### config.mk
export PLATFORM = sky130hd
export DESIGN_NAME = ads8528_parallel_reader
export DESIGN_NICKNAME = d
export VERILOG_FILES = /design/src/rtl/ads8528_parallel_reader.sv
export SDC_FILE = /design/constraint.sdc
export NUM_CORES = 1
export LEC_CHECK = 0
export BUFFER_PORTS_ARGS = -buffer_cell sky130_fd_sc_hd__buf_2
export CAP_MARGIN = 20
export CELL_PAD_IN_SITES_DETAIL_PLACEMENT = 1
export CELL_PAD_IN_SITES_GLOBAL_PLACEMENT = 2
export CORE_MARGIN = 3
export CORE_UTILIZATION = 30
export CTS_BUF_LIST = sky130_fd_sc_hd__clkbuf_8
export CTS_CLUSTER_DIAMETER = 100
export DETAILED_ROUTE_END_ITERATION = 12
export HOLD_SLACK_MARGIN = 0.12
export PLACE_DENSITY_LB_ADDON = 0.3
export RECOVER_POWER = 25
export SYNTH_ARGS = -nofsm -noshare
export SYNTH_HDL_FRONTEND = slang
export SYNTH_SLANG_ARGS = --single-unit
### constraint.sdc
create_clock -name clk -period 2.5 [get_ports clk]
set_clock_uncertainty 0.2 [all_clocks]
set_input_delay 0.125 -clock clk [delete_from_list [all_inputs] [get_ports clk]]
set_output_delay 0.125 -clock clk [all_outputs]
set_load 0.1 [all_outputs]
### src/rtl/ads8528_parallel_reader.sv
// rtl/ads8528_parallel_reader.sv - ADS8528 parallel-bus conversion trigger and per-frame word reader
module ads8528_parallel_reader #(
  parameter int DATA_WIDTH     = 16,
  parameter int NUM_CHANNELS   = 8,
  parameter int CONVST_CYCLES  = 4,
  parameter int RD_LOW_CYCLES  = 3,
  parameter int RD_HIGH_CYCLES = 2,
  parameter int BUSY_TIMEOUT   = 1024
) (
  input  logic                  clk,
  input  logic                  reset,
  input  logic                  start,
  input  logic                  busy,
  input  logic [DATA_WIDTH-1:0] databits_in,
  output logic                  read_n,
  output logic                  chipselect_n,
  output logic                  write_n,
  output logic                  hardware_mode_n,
  output logic                  parallel_mode_n,
  output logic                  standby_n,
  output logic                  range_xclock,
  output logic [3:0]            conv_start,
  output logic [DATA_WIDTH-1:0] sample_data,
  output logic [2:0]            sample_channel,
  output logic                  sample_valid,
  output logic                  frame_done,
  output logic                  timeout_err,
  output logic                  overrun,
  output logic                  idle
);

  // One CONVST line serves a pair of channels.
  localparam int         NUM_CONV  = (NUM_CHANNELS + 1) / 2;
  localparam logic [3:0] CONV_MASK = 4'((1 << NUM_CONV) - 1);
  localparam int         MAX_A     = (CONVST_CYCLES > RD_LOW_CYCLES) ? CONVST_CYCLES : RD_LOW_CYCLES;
  localparam int         MAX_B     = (RD_HIGH_CYCLES > BUSY_TIMEOUT) ? RD_HIGH_CYCLES : BUSY_TIMEOUT;
  localparam int         MAX_CNT   = (MAX_A > MAX_B) ? MAX_A : MAX_B;
  localparam int         CW        = $clog2(MAX_CNT + 1);
  localparam logic [2:0] LAST_WORD = 3'(NUM_CHANNELS - 1);

  typedef enum logic [2:0] {
    IDLE,
    CONVST,
    WAIT_BUSY_HI,
    WAIT_BUSY_LO,
    RD_LOW,
    RD_HIGH
  } state_t;

  state_t        state, state_nx;
  logic [CW-1:0] cnt, cnt_nx;
  logic [2:0]    word, word_nx;
  logic          busy_meta, busy_sync;
  logic          capture;

  assign hardware_mode_n = 1'b0;
  assign parallel_mode_n = 1'b0;
  assign standby_n       = 1'b1;
  assign write_n         = 1'b1;
  assign range_xclock    = 1'b0;

  always_ff @(posedge clk or posedge reset) begin
    if (reset) begin
      state          <= IDLE;
      cnt            <= '0;
      word           <= '0;
      busy_meta      <= 1'b0;
      busy_sync      <= 1'b0;
      sample_data    <= '0;
      sample_channel <= '0;
      sample_valid   <= 1'b0;
    end else begin
      state        <= state_nx;
      cnt          <= cnt_nx;
      word         <= word_nx;
      busy_meta    <= busy;
      busy_sync    <= busy_meta;
      sample_valid <= capture;
      if (capture) begin
        sample_data    <= databits_in;
        sample_channel <= word;
      end
    end
  end

  always_comb begin
    state_nx     = state;
    cnt_nx       = cnt + CW'(1);
    word_nx      = word;
    capture      = 1'b0;
    frame_done   = 1'b0;
    timeout_err  = 1'b0;
    read_n       = 1'b1;
    chipselect_n = 1'b0;
    conv_start   = 4'b0000;
    idle         = 1'b0;

    case (state)
      IDLE: begin
        chipselect_n = 1'b1;
        idle         = 1'b1;
        cnt_nx       = '0;
        if (start) begin
          state_nx = CONVST;
          word_nx  = '0;
        end
      end
      CONVST: begin
        conv_start = CONV_MASK;
        if (cnt == CW'(CONVST_CYCLES - 1)) begin
          state_nx = WAIT_BUSY_HI;
          cnt_nx   = '0;
        end
      end
      // The busy level is checked before the timeout so a late edge still wins.
      WAIT_BUSY_HI: begin
        if (busy_sync) begin
          state_nx = WAIT_BUSY_LO;
          cnt_nx   = '0;
        end else if (cnt == CW'(BUSY_TIMEOUT)) begin
          timeout_err = 1'b1;
          state_nx    = IDLE;
          cnt_nx      = '0;
        end
      end
      WAIT_BUSY_LO: begin
        if (!busy_sync) begin
          state_nx = RD_LOW;
          cnt_nx   = '0;
        end else if (cnt == CW'(BUSY_TIMEOUT)) begin
          timeout_err = 1'b1;
          state_nx    = IDLE;
          cnt_nx      = '0;
        end
      end
      RD_LOW: begin
        read_n = 1'b0;
        if (cnt == CW'(RD_LOW_CYCLES - 1)) begin
          capture  = 1'b1;
          state_nx = RD_HIGH;
          cnt_nx   = '0;
        end
      end
      RD_HIGH: begin
        if (cnt == CW'(RD_HIGH_CYCLES - 1)) begin
          cnt_nx = '0;
          if (word == LAST_WORD) begin
            frame_done = 1'b1;
            state_nx   = IDLE;
          end else begin
            word_nx  = word + 3'd1;
            state_nx = RD_LOW;
          end
        end
      end
      default: begin
        chipselect_n = 1'b1;
        state_nx     = IDLE;
        cnt_nx       = '0;
      end
    endcase

    overrun = start && (state != IDLE);
  end

endmodule
==> qor.yml, run 1 <==
run_status:
  run_status: "completed"
worst_setup_path:
  worstPathArrival_ns: 2.11
  cpPeakStageDelay_ns: 0.55
  r2r-end: "sample_data[3]"
  path_cells: "or4_4 > buf_6 > nor4b_4 > and4_4 > buf_12"
  crit_fanout: 4
  crit_start: "cnt[8]"
  endpoint_kind: "output pin"
  crit_type: "flip-flop to output pin"
  rr_startpoint: "cnt[8]"
  reg2reg_slack_ns: 0.15
  start_kind: "flip-flop"
  worstPathRequired_ns: 2.17
  reg2reg_depth: 5
  slowest_stage: "or4_4"
placement:
  numPortBuffers: 49
  dp_hpwl_um: 3370
  gp_congestion: 0.730
  post_dp_cell_area_um2: 2430
die:
  core_area_um2: 6420
  dieArea_um2: 7710
  die_y_um: 87.8
  initial_core_util_pct: 31.3
  ios: 55
  row_count: 29
  die_w_um: 87.8
drt:
  routed_wl_um: 4850
  first_pass_iters: 2
  vias: 1498
  drc_errors: 0
  postRouteAntennaNets: 0
  avgRoutedWirePerCell_um: 14.8
  via_per_inst: 4.58
  top_layer: "met4"
  route.met2.wl_um: 2400
  dr_wl_met3_um: 148
  drt_iter0_drc: 13
  wl_met1_um: 2270
cts:
  clk-insertion-delay-late_ns: 0.29
  cts_made_buffers: 5
  htree_num_levels: 2
  clkTransAtPathRegs_ns: 0.08
  cts_tree: "done"
  clock-sinks: 39
  clockBufferDepth: 2
  root_buffer: "clkbuf_8"
synth:
  synth.most_common_cell: "dfrtp_1"
  yosysTopAreaCell: "dfrtp_1"
  synth-seq-cells: 39
  ys_seq_area_share_pct: 48.6
  synthCells: 171
  synthTopCellsByCount: "39 x dfrtp_1, 14 x mux2_4, 14 x nor2_1"
  syn_area_um2: 2010
  synth_cell_types: 43
  synth-edff-count: 0
  ys_warn_count: 0
  avgSynthCellArea_um2: 11.7
  synth_top_area_share_pct: 48.6
  synth_ff_type: "dfrtp_1"
  synthTopCellsByArea: "dfrtp_1 49%, mux2_4 10%, ha_1 3.7%"
  async_flop_share_pct: 100
timing:
  grt_setup_unrepaired: "true"
  finalCriticalPeriod_ns: 2.43
  maxSlewViolCount: 0
  hold_viol_final: 0
  setup_violations: 0
  hold_ws_ns: 0.151
  fin_crit_sh_pct: 97.3
  tightest_slew_ns: 0.976
  relSlewSlack_pct: 34.9
  fmax_mhz: 411
global_routing:
  grt_max_degree: 40
  track_usage_pct: 12.6
  antenna_found_initial: 0
  grt_pass1_wl_um: 7630
  grt_overflow: 0
  grt_pass1_vias: 1596
layout:
  fillers: 706
  seq_area_um2: 976
  nets: 275
  multi_input_area_um2: 975
  fin_area_um2: 2760
  drive_above_1_share_pct: 42.8
  area_delta_synth_final_pct: 37.3
  diodes: 0
min_path:
  holdCritPathClass: "flip-flop to flip-flop"
  min_from: "busy_meta"
  min_to: "busy_sync"
  holdPathStages: 0
flow_run:
  max_cap_violations: 0
power:
  ir_drop_v: 0.000578
  power_density_nw_per_um2: 1340
  p_leak_nw: 1.32
[repair_timing]
action                                  4_1_cts  5_1_grt
gates resized for setup                       3        4
endpoints found under the hold margin        57        0
pin swaps                                     0        3
hold buffers                                 19        0
buffers inserted                              0        2
endpoints found under the setup margin        1        1
[per-stage QoR]
step                util, %  instances  setup TNS (ns)  setup WS (ns)  total power [mW]
floorplan                 -        174           -3.05         -0.219              2.79
global placement       37.9        298               0          0.176              3.16
detailed placement     37.9        298               0          0.128              3.18
CTS                    42.5        325               0         0.0212              3.66
global route           42.9        327         -0.0238        -0.0238              3.89
finish                 42.9        327               0         0.0679              3.69
[worst max path at each step]
stage	end	slack, ns
2_1_floorplan	sample_channel[2]	-0.22
3_3_place_gp	word[0]	0.18
3_5_place_dp	word[0]	0.13
4_1_cts	frame_done	0.02
5_1_grt	frame_done	-0.02
6_report	frame_done	0.07
[final cells by class]
class / count / area share, %
clock buffers: 5 / 2.50
clock inverters: 3 / 0.726
inverters: 6 / 0.817
multi-input cells: 113 / 35.3
flip-flops and latches: 39 / 35.4
well taps: 77 / 3.49
repair buffers: 84 / 21.7
[routing by layer]
layer,vias up,GRT usage [%]
li1,731,-
met1,744,16.5
met2,21,21.2
met3,2,3.01
met4,0,2.93
met5,-,0
[cell families (layout without fill, tap and decap cells)]
group                      count (synthesis)  after routing  synth area share [%]
adders and majority gates                  6              6                  3.74
DFF                                       39             39                  48.6
and+or+nand+nor                           52             52                  15.1
xor gates and xnor gates                  10             10                  4.36
other                                      2              5                 0.374
AOI/OAI and AO/OA                         18             18                  6.48
buffers and inverters                     22             98                  6.48
muxes                                     22             22                  14.8
[flip-flops by register name, indices dropped and copies added (netlist names)]
| signal | flops |
|---|---|
| word | 3 |
| busy_meta | 1 |
| sample_data | 16 |
| cnt | 11 |
| sample_valid | 1 |
| busy_sync | 1 |
| sample_channel | 3 |
| state | 3 |
[worst max-delay path: cells and delay by family (launching register included)]
kind,cells,cell delay [ns]
and+or+nand+nor,3,1.12
DFF,1,0.38
buffers and inverters,2,0.32
[power by group]
part	internal, mW	leakage, nW	total, mW	switching, mW
combinational	0.638	0.789	2.29	1.65
sequential	0.834	0.494	0.971	0.138
clock	0.194	0.0402	0.424	0.230
total	1.67	1.32	3.69	2.02
[cells in the final DEF, fill, tap and decap left out, types with 3 or more instances in the layout]
cell type,netlist,final
clkbuf_8,0,5
o21ai_0,4,4
ha_1,6,6
buf_12,1,3
dlygate4sd3_1,0,19
nor2_1,14,13
nand3_1,3,3
buf_2,1,47
mux2_4,14,14
conb_1,2,5
inv_1,6,6
mux2_2,6,6
dfrtp_1,39,39
nand4_1,3,3
nor2b_1,6,6
nand2_1,6,6
buf_4,8,13
nor3_1,4,3
xor2_1,5,5
xnor2_1,5,5
Power figures use the tool's default switching activity.
==> run 2, diff against run 1 <==
Settings changed: CORE_MARGIN 3 to unset.
==> qor.yml, run 2 (same netlist as run 1, synthesis figures left out) <==
run_status:
  run_status: "complete, but fails checks"
  violations: "design-rule violations"
drt:
  vias: 1527  # +1.9%
  drc_errors: 2  # +2
  routed_wl_um: 5010  # +3.3%
  avgRoutedWirePerCell_um: 15.3  # +2.9%
  drt_iter0_drc: 40  # +27
  postRouteAntennaNets: 0  # unchanged
  first_pass_iters: 8  # +6
  via_per_inst: 4.66  # +1.6%
die:
  initial_core_util_pct: 31.3  # unchanged
  die_w_um: 83.8  # -4.6%
  die_y_um: 83.8  # -4.6%
  dieArea_um2: 7020  # -8.9%
  ios: 55  # unchanged
  row_count: 29  # unchanged
  core_area_um2: 6420  # unchanged
min_path:
  holdCritPathClass: "flip-flop to flip-flop"
worst_setup_path:
  endpoint_kind: "output pin"
  crit_type: "flip-flop to output pin"
  start_kind: "flip-flop"
  crit_fanout: 5  # +1
  worstPathArrival_ns: 2.12  # about the same
  worstPathRequired_ns: 2.17  # about the same
timing:
  tightest_slew_ns: 1.00  # +0.0283 ns
  tns_ns: 0  # unchanged
  finalCriticalPeriod_ns: 2.45  # +0.0150 ns
  maxSlewViolCount: 0  # unchanged
  fmax_mhz: 409  # -0.61%
  hold_viol_final: 0  # unchanged
  relSlewSlack_pct: 33.1  # -1.9 points
  setup_violations: 0  # unchanged
  fin_crit_sh_pct: 97.9  # +0.60 points
global_routing:
  grt_overflow: 0  # unchanged
  grt_pass1_vias: 1629  # +2.1%
  grt_pass1_wl_um: 8590  # +13%
  antenna_found_initial: 0  # unchanged
  grt_max_degree: 40  # unchanged
  track_usage_pct: 15.7  # +3.1 points
layout:
  top_register: "sample_data"
  area_delta_synth_final_pct: 38.5
  final_common_cell: "buf_2"
  final_cell_mix: "47 x buf_2, 39 x dfrtp_1, 19 x dlygate4sd3_1"
  diodes: 0  # unchanged
  drive_above_1_share_pct: 42.6  # -0.17 points
  largest_register_ffs: 16  # unchanged
  top_regs: "sample_data (16), cnt (11)"
  nets: 276  # +0.36%
  postLayoutCoreUtil_pct: 43.3  # +0.37 points
cts:
  root_buffer: "clkbuf_8"
  clkTransAtPathRegs_ns: 0.08  # about the same
  cts_made_buffers: 5  # unchanged
  clk-insertion-delay-late_ns: 0.29  # about the same
  clock-sinks: 39  # unchanged
  htree_num_levels: 2  # unchanged
  clockBufferDepth: 2  # unchanged
  cts_tree: "done"
power:
  p_leak_nw: 1.35  # +1.7%
  ir_drop_v: 0.000469  # -19%
  power_density_nw_per_um2: 1360  # +1.9%
placement:
  dp_hpwl_um: 3360  # -0.17%
  gp_congestion: 0.699  # -4.2%
  numPortBuffers: 49  # unchanged
flow_run:
  max_cap_violations: 0  # unchanged
-- run 2: cell types whose count changed in the layout (fill, tap and decap cells not counted), sizes merged --
cell      delta
bufinv       +1
clkinv       +1
buf          +1
clkinvlp     -2
-- run 2: cell type report --
type / count / area, µm²
Fill cell: 726 / 3640
Inverter: 6 / 22.5
Clock inverter: 3 / 43.8
Sequential cell: 39 / 976
Timing Repair Buffer: 85 / 603
Tap cell: 77 / 96.3
Clock buffer: 5 / 68.8
Multi-Input combinational cell: 113 / 971
-- run 2: stage by stage --
| stage | setup WS (ns) | cell area (µm²) | cells | hold slack [ns] | power [mW] |
|---|---|---|---|---|---|
| CTS | 0.00932 | 2760 | 325 | 0.160 | 3.78 |
| global route | -0.00338 | 2780 | 328 | 0.180 | 3.98 |
| floorplan | -0.219 | 2050 | 174 | -0.0436 | 2.79 |
| detailed placement | 0.0934 | 2430 | 298 | 0.0380 | 3.18 |
| finish | 0.0529 | 2780 | 328 | 0.162 | 3.79 |
| global placement | 0.161 | 2430 | 298 | 0.0394 | 3.16 |
-- run 2: metal layers --
layer | track usage [%] | vias to the layer above | part of all wire, %
met5 | 0 | - | 0
met4 | 4.39 | 0 | 0.46
met3 | 3.17 | 2 | 2.0
met2 | 26.9 | 18 | 53
met1 | 20.1 | 773 | 44
li1 | - | 734 | -
-- run 2: final timing paths --
kind / from / end / slack (ns) / cells past startpoint
min in group asynchronous: reset / sample_data[8] / 0.51 / 4
min: busy_meta / busy_sync / 0.16 / 0
max reg2reg: cnt[7] / word[0] / 0.16 / 7
max in group asynchronous: reset / word[1] / 0.97 / 4
min reg2reg: busy_meta / busy_sync / 0.16 / 0
max: cnt[7] / frame_done / 0.05 / 5
-- run 2: worst max-delay path: stages, from the launching register on --
cell	delay, ns
dfrtp_1	0.38
or4_4	0.54
buf_4	0.17
nor4b_4	0.29
and4_4	0.28
buf_12	0.17
-- run 2: what timing repair did --
action                                  in CTS  in global routing
pin swaps                                    0                  2
gates cloned                                 0                  0
hold endpoints to repair                    57                  0
hold buffers                                19                  0
buffers inserted                             0                  3
endpoints found under the setup margin       1                  2
resized for setup                            3                  2
-- run 2: report_power, final --
group / switching [mW] / internal (mW) / total, mW
Sequential: 0.153 / 0.833 / 0.986
Clock: 0.241 / 0.298 / 0.538
Combinational: 1.64 / 0.620 / 2.26
==> run 3, diff against run 2 <==
Settings changed: CTS_CLUSTER_SIZE set to 24, PLACE_DENSITY set to 0.8, PLACE_DENSITY_LB_ADDON 0.3 to unset.
==> qor.yml, run 3 (same netlist as run 1, synthesis figures left out) <==
drt:
  vias: 1487  # -2.6%
  drt_iter0_drc: 45  # +13%
  routed_wl_um: 4960  # -1.0%
  avgRoutedWirePerCell_um: 15.3  # +0.18%
  drc_errors: 6  # +4
  via_per_inst: 4.59  # -1.4%
  first_pass_iters: 8  # unchanged
  postRouteAntennaNets: 0  # unchanged
worst_setup_path:
  worstPathRequired_ns: 2.17  # about the same
  cpPeakStageDelay_ns: 0.58  # +0.04 ns
  crit_fanout: 4  # -1
  reg2reg_slack_ns: 0.08  # -0.08 ns
  slowest_stage: "or4_4"
  path_cells: "or4_4 > buf_6 > or3_4 > nor2_4 > buf_12"
  start_kind: "flip-flop"
  endpoint_kind: "output pin"
  worstPathArrival_ns: 2.11  # about the same
  crit_type: "flip-flop to output pin"
cts:
  cts_setup_buffers: 0  # unchanged
  clock-sinks: 39  # unchanged
  cts_tree: "done"
  clk-insertion-delay-late_ns: 0.30  # about the same
  root_buffer: "clkbuf_8"
  clkTransAtPathRegs_ns: 0.08  # about the same
  cts_made_buffers: 5  # unchanged
  htree_num_levels: 2  # unchanged
  clockBufferDepth: 2  # unchanged
layout:
  seq_area_um2: 976  # unchanged
  area_delta_synth_final_pct: 37.1
  postLayoutCoreUtil_pct: 42.9  # -0.43 points
  nets: 272  # -1.4%
  top_regs: "sample_data (16), cnt (11)"
  diodes: 0  # unchanged
  fillers: 716  # -1.4%
  final_common_cell: "buf_2"
  fin_area_um2: 2750  # -0.99%
  top_register: "sample_data"
  multi_input_area_um2: 975  # +0.39%
  fin_cells: 324  # -1.2%
  final_cell_mix: "47 x buf_2, 39 x dfrtp_1, 19 x dlygate4sd3_1"
  largest_register_ffs: 16  # unchanged
  drive_above_1_share_pct: 42.1  # -0.52 points
die:
  die_w_um: 83.8  # unchanged
  dieArea_um2: 7020  # unchanged
  row_count: 29  # unchanged
  initial_core_util_pct: 31.3  # unchanged
  die_y_um: 83.8  # unchanged
  core_area_um2: 6420  # unchanged
  ios: 55  # unchanged
global_routing:
  track_usage_pct: 15.5  # -0.16 points
  groute.layer.met3.usage_pct: 2.08  # -1.1 points
  grt_pass1_wl_um: 8500  # -1.0%
  use_met2_pct: 28.5  # +1.6 points
  grt_overflow: 0  # unchanged
  grt.busiest_layer: "met2"
  antenna_found_initial: 0  # unchanged
  use_met1_pct: 18.1  # -2.0 points
  grt_pass1_vias: 1725  # +5.9%
  grt_max_degree: 40  # unchanged
timing:
  relSlewSlack_pct: 35.0  # +1.9 points
  maxSlewViolCount: 0  # unchanged
  grt_setup_unrepaired: "false"
  setup_violations: 0  # unchanged
  fin_crit_sh_pct: 97.3  # -0.54 points
  hold_viol_final: 0  # unchanged
  fmax_mhz: 411  # +0.55%
  hold_ws_ns: 0.180  # +0.0182 ns
  tightest_slew_ns: 0.975  # -0.0290 ns
  finalCriticalPeriod_ns: 2.43  # -0.0134 ns
  setup_ws_ns: 0.0663  # +0.0134 ns
  tns_ns: 0  # unchanged
min_path:
  holdCritPathClass: "flip-flop to flip-flop"
placement:
  numPortBuffers: 49  # unchanged
  place_inst: 297  # -0.34%
  post_dp_cell_area_um2: 2430  # -0.31%
  pre_cts_ws_ns: 0.0663  # -0.0271 ns
  gp_congestion: 0.710  # +1.5%
  dp_hpwl_um: 3390  # +0.84%
run_status:
  violations: "design-rule violations"
  run_status: "complete, but fails checks"
power:
  finalPower_mw: 3.72  # -1.8%
  ir_drop_v: 0.000695  # +48%
  p_leak_nw: 1.32  # -2.0%
  power_density_nw_per_um2: 1350  # -0.79%
flow_run:
  max_cap_violations: 0  # unchanged
[run 3: cell count changes in the layout (fill, tap and decap cells not counted), sizes merged]
cell	before	now
clkinvlp	0	1
clkinv	2	0
bufinv	1	0
clkbuf	6	8
buf	65	61
[run 3: layout make-up]
class | count | share of cell area, %
Clock buffer | 7 | 3.50
Clock inverter | 1 | 0.273
Inverter | 6 | 0.818
Multi-Input combinational cell | 113 | 35.4
Sequential cell | 39 | 35.4
Tap cell | 77 | 3.50
Timing Repair Buffer | 81 | 21.1
[run 3: worst paths after layout]
| check | depth (start not counted) | to | startpoint |
|---|---|---|---|
| max | 5 | timeout_err | cnt[5] |
| min | 0 | busy_sync | busy_meta |
| max reg2reg | 5 | sample_data[0] | cnt[5] |
| min reg2reg | 0 | busy_sync | busy_meta |
| max in group asynchronous | 4 | state[0] | reset |
| min in group asynchronous | 4 | sample_data[2] | reset |
[run 3: repair_timing]
item / 4_1_cts / 5_1_grt
resized for setup: 5 / 3
endpoints found under the setup margin: 4 / 2
endpoints found under the hold margin: 57 / 0
gates cloned: 0 / 0
pin swaps: 0 / 1
hold buffers: 19 / 0
[run 3: per-layer routing]
layer / wire (µm) / vias to the layer above
met1: 2040 / 726
met3: 112 / 8
met5: 0 / -
li1: - / 727
met4: 89 / 0
met2: 2720 / 26
[run 3: worst max-delay path, delay by kind of cell (launching register included)]
kind	cells	cell delay [ns]
AND/OR/NAND/NOR	3	1.09
flip-flops	1	0.39
buffers and inverters	2	0.33
[run 3: power breakdown]
group | internal [mW] | switching (mW) | leakage, nW | total [mW]
combinational | 0.616 | 1.63 | 0.775 | 2.25
sequential | 0.833 | 0.167 | 0.494 | 1.00
clock | 0.251 | 0.224 | 0.0505 | 0.475
total | 1.70 | 2.02 | 1.32 | 3.72
